**config.mk**
```make
export PLATFORM = sky130hd
export DESIGN_NAME = led_pattern_ctrl
export DESIGN_NICKNAME = d
export VERILOG_FILES = /design/src/rtl/led_pattern_ctrl.sv
export SDC_FILE = /design/constraint.sdc
export NUM_CORES = 1
export LEC_CHECK = 0
export ABC_AREA = 1
export CAP_MARGIN = 10
export CORE_MARGIN = 10
export CORE_UTILIZATION = 50
export CTS_BUF_LIST = sky130_fd_sc_hd__clkbuf_4 sky130_fd_sc_hd__clkbuf_8
export DETAILED_ROUTE_END_ITERATION = 7
export PLACE_DENSITY = 0.73
export SLEW_MARGIN = 10
export SYNTH_ARGS = -nofsm -noshare
export SYNTH_HDL_FRONTEND = slang
export SYNTH_SLANG_ARGS = --single-unit
export TNS_END_PERCENT = 50
```
**constraint.sdc**
```tcl
create_clock -name clk -period 3.3 [get_ports clk]
set_input_delay 0.33 -clock clk [delete_from_list [all_inputs] [get_ports clk]]
set_output_delay 0.33 -clock clk [all_outputs]
set_load 0.05 [all_outputs]
```
**src/rtl/led_pattern_ctrl.sv**
```systemverilog
// led_pattern_ctrl: multi-channel LED pattern generator (OFF/ON/BLINK/BURST) driven by a shared tick.
// Define LED_PWM_DIM_EN to add per-channel PWM dimming through cfg_duty.
module led_pattern_ctrl #(
  parameter int NUM_CH   = 4,
  parameter int CNT_W    = 16,
  parameter int PRESCALE = 24,
  parameter int BURST_W  = 4,
  parameter int PWM_W    = 4,
  localparam int CH_W    = (NUM_CH > 1) ? $clog2(NUM_CH) : 1
) (
  input  logic               clk,
  input  logic               rst_n,
  input  logic               cfg_we,
  input  logic [CH_W-1:0]    cfg_ch,
  input  logic [1:0]         cfg_mode,
  input  logic [CNT_W-1:0]   cfg_period,
  input  logic [BURST_W-1:0] cfg_burst,
`ifdef LED_PWM_DIM_EN
  input  logic [PWM_W-1:0]   cfg_duty,
`endif
  output logic               tick,
  output logic [NUM_CH-1:0]  led,
  output logic [NUM_CH-1:0]  busy
);
  typedef enum logic [1:0] {M_OFF, M_ON, M_BLINK, M_BURST} mode_t;
  localparam int PW = (PRESCALE > 1) ? $clog2(PRESCALE) : 1;
  localparam logic [PW-1:0] PMAX = PW'(PRESCALE - 1);

  if (NUM_CH < 1 || PRESCALE < 1 || PWM_W < 1) begin : g_bad_param
    $error("led_pattern_ctrl: NUM_CH, PRESCALE and PWM_W must be >= 1");
  end

  logic [PW-1:0] r_pre;
  logic          r_tick;

  always_ff @(posedge clk or negedge rst_n)
    if (!rst_n) begin
      r_pre  <= '0;
      r_tick <= 1'b0;
    end else begin
      r_pre  <= (r_pre == PMAX) ? '0 : r_pre + 1'b1;
      r_tick <= r_pre == PMAX;
    end

  assign tick = r_tick;

`ifdef LED_PWM_DIM_EN
  logic [PWM_W-1:0] r_pwm;

  always_ff @(posedge clk or negedge rst_n)
    if (!rst_n) r_pwm <= '0;
    else r_pwm <= r_pwm + 1'b1;
`endif

  for (genvar g = 0; g < NUM_CH; g++) begin : g_ch
    mode_t              r_mode, w_mode;
    logic [CNT_W-1:0]   r_per, w_per, r_ph, w_ph;
    logic [BURST_W-1:0] r_rem, w_rem;
    logic               r_st, w_st, r_bsy, w_bsy;
    logic               w_wr, w_last, w_bst;

    assign w_wr   = cfg_we && cfg_ch == CH_W'(g);
    assign w_bst  = cfg_mode == M_BURST && cfg_burst != '0;
    // period 0 behaves as 1, so the wrap point is period-1 clamped at 0
    assign w_last = r_ph == (r_per - CNT_W'(r_per != '0));

    always_comb begin
      w_mode = r_mode;
      w_per  = r_per;
      w_ph   = r_ph;
      w_rem  = r_rem;
      w_st   = r_st;
      w_bsy  = r_bsy;
      if (w_wr) begin
        w_mode = (cfg_mode == M_BURST && !w_bst) ? M_OFF : mode_t'(cfg_mode);
        w_per  = cfg_period;
        w_ph   = '0;
        w_rem  = cfg_burst;
        w_st   = cfg_mode == M_ON || w_bst;
        w_bsy  = w_bst;
      end else if (r_tick && (r_mode == M_BLINK || r_mode == M_BURST)) begin
        w_ph = w_last ? '0 : r_ph + 1'b1;
        if (w_last) begin
          if (r_mode == M_BLINK) w_st = !r_st;
          else if (r_st) begin
            w_st  = 1'b0;
            w_rem = r_rem - 1'b1;
          end else if (r_rem == '0) begin
            w_mode = M_OFF;
            w_bsy  = 1'b0;
          end else w_st = 1'b1;
        end
      end
    end

    always_ff @(posedge clk or negedge rst_n)
      if (!rst_n) begin
        r_mode <= M_OFF;
        r_per  <= '0;
        r_ph   <= '0;
        r_rem  <= '0;
        r_st   <= 1'b0;
        r_bsy  <= 1'b0;
      end else begin
        r_mode <= w_mode;
        r_per  <= w_per;
        r_ph   <= w_ph;
        r_rem  <= w_rem;
        r_st   <= w_st;
        r_bsy  <= w_bsy;
      end

    assign busy[g] = r_bsy;

`ifdef LED_PWM_DIM_EN
    logic [PWM_W-1:0] r_duty;
    logic             r_led;

    always_ff @(posedge clk or negedge rst_n)
      if (!rst_n) begin
        r_duty <= '1;
        r_led  <= 1'b0;
      end else begin
        if (w_wr) r_duty <= cfg_duty;
        r_led <= w_st && r_pwm < (w_wr ? cfg_duty : r_duty);
      end

    assign led[g] = r_led;
`else
    assign led[g] = r_st;
`endif
  end
endmodule

```
[Word level (Yosys, flattened, before mapping)]
Index checks and enable logic that the tools add are counted.
Word-level totals
  register bits: 166
  bits of input ports: 27
  output and inout bits: 9
  word-level logic and storage cells: 229
Operators by class
  add/subtract/negate cells: 13
  eq/ne operators: 26
  multiplexer cells: 106
  reductions and logical operators: 58
Operators with widths (number)
  2-to-1 mux 16 bit: 12
  2-to-1 mux 4 bit: 20
  adder 16 x 1 -> 16 bit, second input constant: 4
  equality test 16 bit: 4
  nonzero test 16 bit: 4
  subtractor 16 x 1 -> 16 bit: 4
  2-to-1 mux 2 bit: 25
  2-to-1 mux 1 bit: 48
  nonzero test 2 bit: 16
  equality test 2 bit, second input constant: 11
  AND reduction 5 bit: 4
  logical NOT 4 bit: 4
  AND reduction 4 bit: 4
  subtractor 4 x 1 -> 4 bit, second input constant: 4
  logical AND 1 bit: 10
  != test 2 x 1 -> 1 bit, second input constant: 4
  != test 2 bit, second input constant: 4
  AND reduction 2 bit: 4
  adder 5 x 1 -> 5 bit, second input constant: 1
  equality test 5 bit, second input constant: 1
  logical NOT 1 bit: 5
  logical OR 1 bit: 5
  2-to-1 mux 5 bit: 1
  equality test 2 x 1 -> 1 bit, second input constant: 2
  other kinds (2): 2

[Depth between registers and ports, before layout]
  depth in word-level cells: 7
  mapped depth: 20
  depth with buffers taken out: 20

[Worst setup path before layout]
Ideal clock, no wire load.
  path kind: register to register
  start: register g_ch[0].r_per[7]
  end: register g_ch[0].r_ph[10]
  setup time: 0.133 ns
  data arrival time: 2.350 ns
  required time: 3.167 ns
  setup slack: 0.817 ns
  stages on the path, launching flop included: 18
  buffers on the path: 1
  clock period less this slack: 2.483 ns
  cells stage by stage: dfrtp_1 > nor2_1 > nand2_1 > nor2_1 > nand4_1 > ha_1 > ha_1 > nand2_1 > inv_1 > nor2_1 > nand2_1 > inv_1 > nand4_1 > nor3_1 > nand2_1 > nand2_2 > buf_6 > o22ai_1
Between the ends
  longest elaborated chain between the ends: 6
RTL lines
  start: declaration: RTL line 57  | logic [CNT_W-1:0] r_per, w_per, r_ph, w_ph;
  start signal: assignment: RTL line 106  | r_per <= w_per;
  nonzero test 16 bit: RTL line 65  | assign w_last = r_ph == (r_per - CNT_W'(r_per != '0));
  subtractor 16 x 1 -> 16 bit *: RTL line 65
  equality test 16 bit *: RTL line 65
  2-to-1 mux 16 bit *: RTL line 82  | w_ph = w_last ? '0 : r_ph + 1'b1;
  2-to-1 mux 16 bit *: RTL line 81  | end else if (r_tick && (r_mode == M_BLINK || r_mode == M_BURST)) begin
  2-to-1 mux 16 bit *: RTL line 74  | if (w_wr) begin
  end signal: assignment: RTL line 107  | r_ph <= w_ph;
  end: declaration: RTL line 57
Every way passes the cells marked *; elsewhere a longest branch is shown, timed or not. The select of a mux whose other input is x is not followed.
A chain may end at the register's enable or synchronous reset.

[Worst setup path in the final report]
  start: register g_ch[2].r_per[12]
  end: register g_ch[2].r_mode[0]
Between the ends
  longest elaborated chain between the ends: 5
RTL lines
  start: declaration: RTL line 57
  start signal: assignment: RTL line 106
  nonzero test 16 bit: RTL line 65
  subtractor 16 x 1 -> 16 bit *: RTL line 65
  equality test 16 bit *: RTL line 65
  nonzero test 2 bit (no source line) *
  AND reduction 5 bit (no source line) *
  end signal: assignment: RTL line 105  | r_mode <= w_mode;
  end: declaration: RTL line 56  | mode_t r_mode, w_mode;
Every way passes the cells marked *; elsewhere a longest branch is shown, timed or not.

==> run metrics <==
R2R cell count=18; Die Wd=171.6 µm; Main synth FF type=dfrtp_1; Syn Nets=1752; row count=55; Final Skew=0.01996 ns; FFs w/ async S/R, synth=1.000; nets=1770; Routed WL=31270 µm; CTS tree=done; WP data required=3.66 ns; CORE AREA=22640 µm²; FMAX=333.1 MHz; syn avg cell area=6.724 µm²; CP startpoint kind=flop; PortBufs=35; DRT Pass-1 Iters=6; fin util=0.5531; Pwr Density=564.8 nW/µm²; Setup CP Type=flop to flop; post-CTS setup buffers=0; Slew @ Worst Pin=1.168 ns; Hold Crit Class=primary input to asynchronous set/reset pin; CTS Root Cell=clkbuf_8; layout cells sized above 1=0.06383; Final Power=7.074 mW; synth warn=0; Mapped Cells=1708; Top Ports=36; worst r2r src=g_ch[2].r_per[12]; status=complete, no violations; routability cong.=0.9331; fin cells=2024; Setup-failing EPs final=0; Clock Sink Count=166; DRT iter0 DRCs=1164; largest net degree at the start of global routing=71; Clk pin slew, worst setup/hold paths=0.10 ns; DPL Wire Length=23360 µm; Max-slew headroom=0.2196; grt ovf=0; sequential share of the synthesized area=0.3617; post-synthesis register bit count=166; Initial Util=0.5073; Final Hold Viols=0; Setup WS post-layout=0.2982 ns; Detail Route Antenna Nets=0; Mapped Area=11480 µm²; minimum clock period=3.002 ns; DR vias=11080; Via density=5.474; Fin Hold WS=0.3927 ns; commonest non-fill, non-tap cells in the layout=576 x nand2_1, 194 x inv_1, 166 x dfrtp_1; crit share post-route=0.9096; flop-to-flop setup slack=0.30 ns; most common cell after layout, fill and taps aside=nand2_1; global-route wire length before repair=50890 µm; Cell variety after synth=44; Post-synth EDFFs=0; number of max-cap violations=0; RR Endpoint=g_ch[2].r_mode[0]; Die Height=171.6 µm; total CTS buffers=17; drt drc=0; GRT Total Usage=0.2140; unrepaired setup endpoints after global routing=true; CTS max path bufs=2; Max VDD drop=344.1 µV; # H-tree levels=4; Clk Latency, worst-skew pair=0.48 ns; Static Leak=6.123 nW; Crit path arrival time=3.36 ns; pre-CTS WS=0.2871 ns; Die ar.=29430 µm²; DR WL/cell=15.45 µm; fin. max-slew vios=0; n_diodes=0; Max FO, Critical Path=16; CP Capture Type=flop; number of global-route vias before repair=10200; Inst Count DP=1991; initial antenna violation count=0; Area growth, synth to finish=9.043%
-- registers in the layout, indices dropped and copies added, names as in the netlist --
name         count
r_pre            5
g_ch.r_st        4
g_ch.r_per      64
g_ch.r_mode      8
tick             1
g_ch.r_ph       64
g_ch.r_bsy       4
g_ch.r_rem      16
-- worst max-delay path, stage by stage (launching register included) --
cell and delay [ns]:
dfrtp_1 0.43, nor2_1 0.20, nand2_1 0.12, nor4_1 0.20
nand4_1 0.15, ha_1 0.25, ha_1 0.26, nand2_1 0.12
nor2_1 0.08, nand3_1 0.11, nand2_1 0.06, nand2_1 0.08
nand2_1 0.09, nor3_2 0.18, nand3_2 0.18, nand2_8 0.16
nand2_1 0.12, nand2_1 0.07, nand2_1 0.04
-- worst max path at each step --
stage,from,endpoint,cells after the start
6_report,g_ch[2].r_per[12],g_ch[2].r_mode[0],18
5_1_grt,g_ch[2].r_per[12],g_ch[2].r_mode[1],18
4_1_cts,g_ch[0].r_per[7],g_ch[0].r_bsy,18
3_5_place_dp,g_ch[3].r_per[4],g_ch[3].r_mode[1],18
3_3_place_gp,g_ch[3].r_per[4],g_ch[3].r_mode[0],18
2_1_floorplan,g_ch[0].r_per[7],g_ch[0].r_ph[10],17
-- final cells by class --
cell class / count / area (µm²)
Sequential cell: 166 / 4154
Tap cell: 285 / 356.6
Clock inverter: 11 / 146.4
Timing Repair Buffer: 48 / 464.2
Fill cell: 2115 / 10120
Inverter: 201 / 754.5
Clock buffer: 21 / 276.5
Multi-Input combinational cell: 1292 / 6371
-- synth_stat cells, drive strengths merged (11+ instances only) --
cell type	instances	area share
nor3	27	0.015
buf	21	0.013
clkbuf	28	0.0096
a21oi	12	0.0052
nor4	11	0.0060
inv	200	0.065
nand3	151	0.069
o21ai	116	0.051
xnor2	33	0.025
nand4	37	0.021
xor2	32	0.024
nor2	186	0.070
ha	17	0.019
nand2	586	0.19
dfrtp	166	0.36
o22ai	33	0.018
nand3b	23	0.015
-- metal layers --
layer,GRT usage,part of all wire,vias to the layer above
li1,-,-,5504
met1,0.2909,0.46,5221
met2,0.3393,0.46,310
met3,0.03300,0.057,44
met4,0.07297,0.024,0
met5,0,0,-
-- logic make-up (layout without fill, tap and decap cells) --
| logic type | count (synthesis) | in the layout | synth area share |
|---|---|---|---|
| AOI/OAI and AO/OA | 177 | 177 | 0.08411 |
| and+or+nand+nor | 1032 | 1032 | 0.3956 |
| xor gates and xnor gates | 66 | 66 | 0.05153 |
| buffers and inverters | 250 | 281 | 0.08857 |
| DFF | 166 | 166 | 0.3617 |
| adders and majority gates | 17 | 17 | 0.01852 |
-- metrics by stage --
step,instance area [µm²],setup TNS (ns)
6_report,12520,0
5_1_grt,12520,-0.01984
4_1_cts,12490,0
3_5_place_dp,12050,0
3_3_place_gp,12050,0
2_1_floorplan,11480,0
-- timing repair --
action	4_1_cts	5_1_grt
hold buffers	1	0
endpoints found under the hold margin	62	0
endpoints found under the setup margin	0	22
gates resized for setup	0	7
-- power by group --
group / leakage (nW) / internal, mW / switching [mW]
logic: 3.80 / 0.948 / 1.58
clock network: 0.214 / 0.810 / 0.815
registers: 2.11 / 2.42 / 0.497
(Power assumes the default switching activity.)
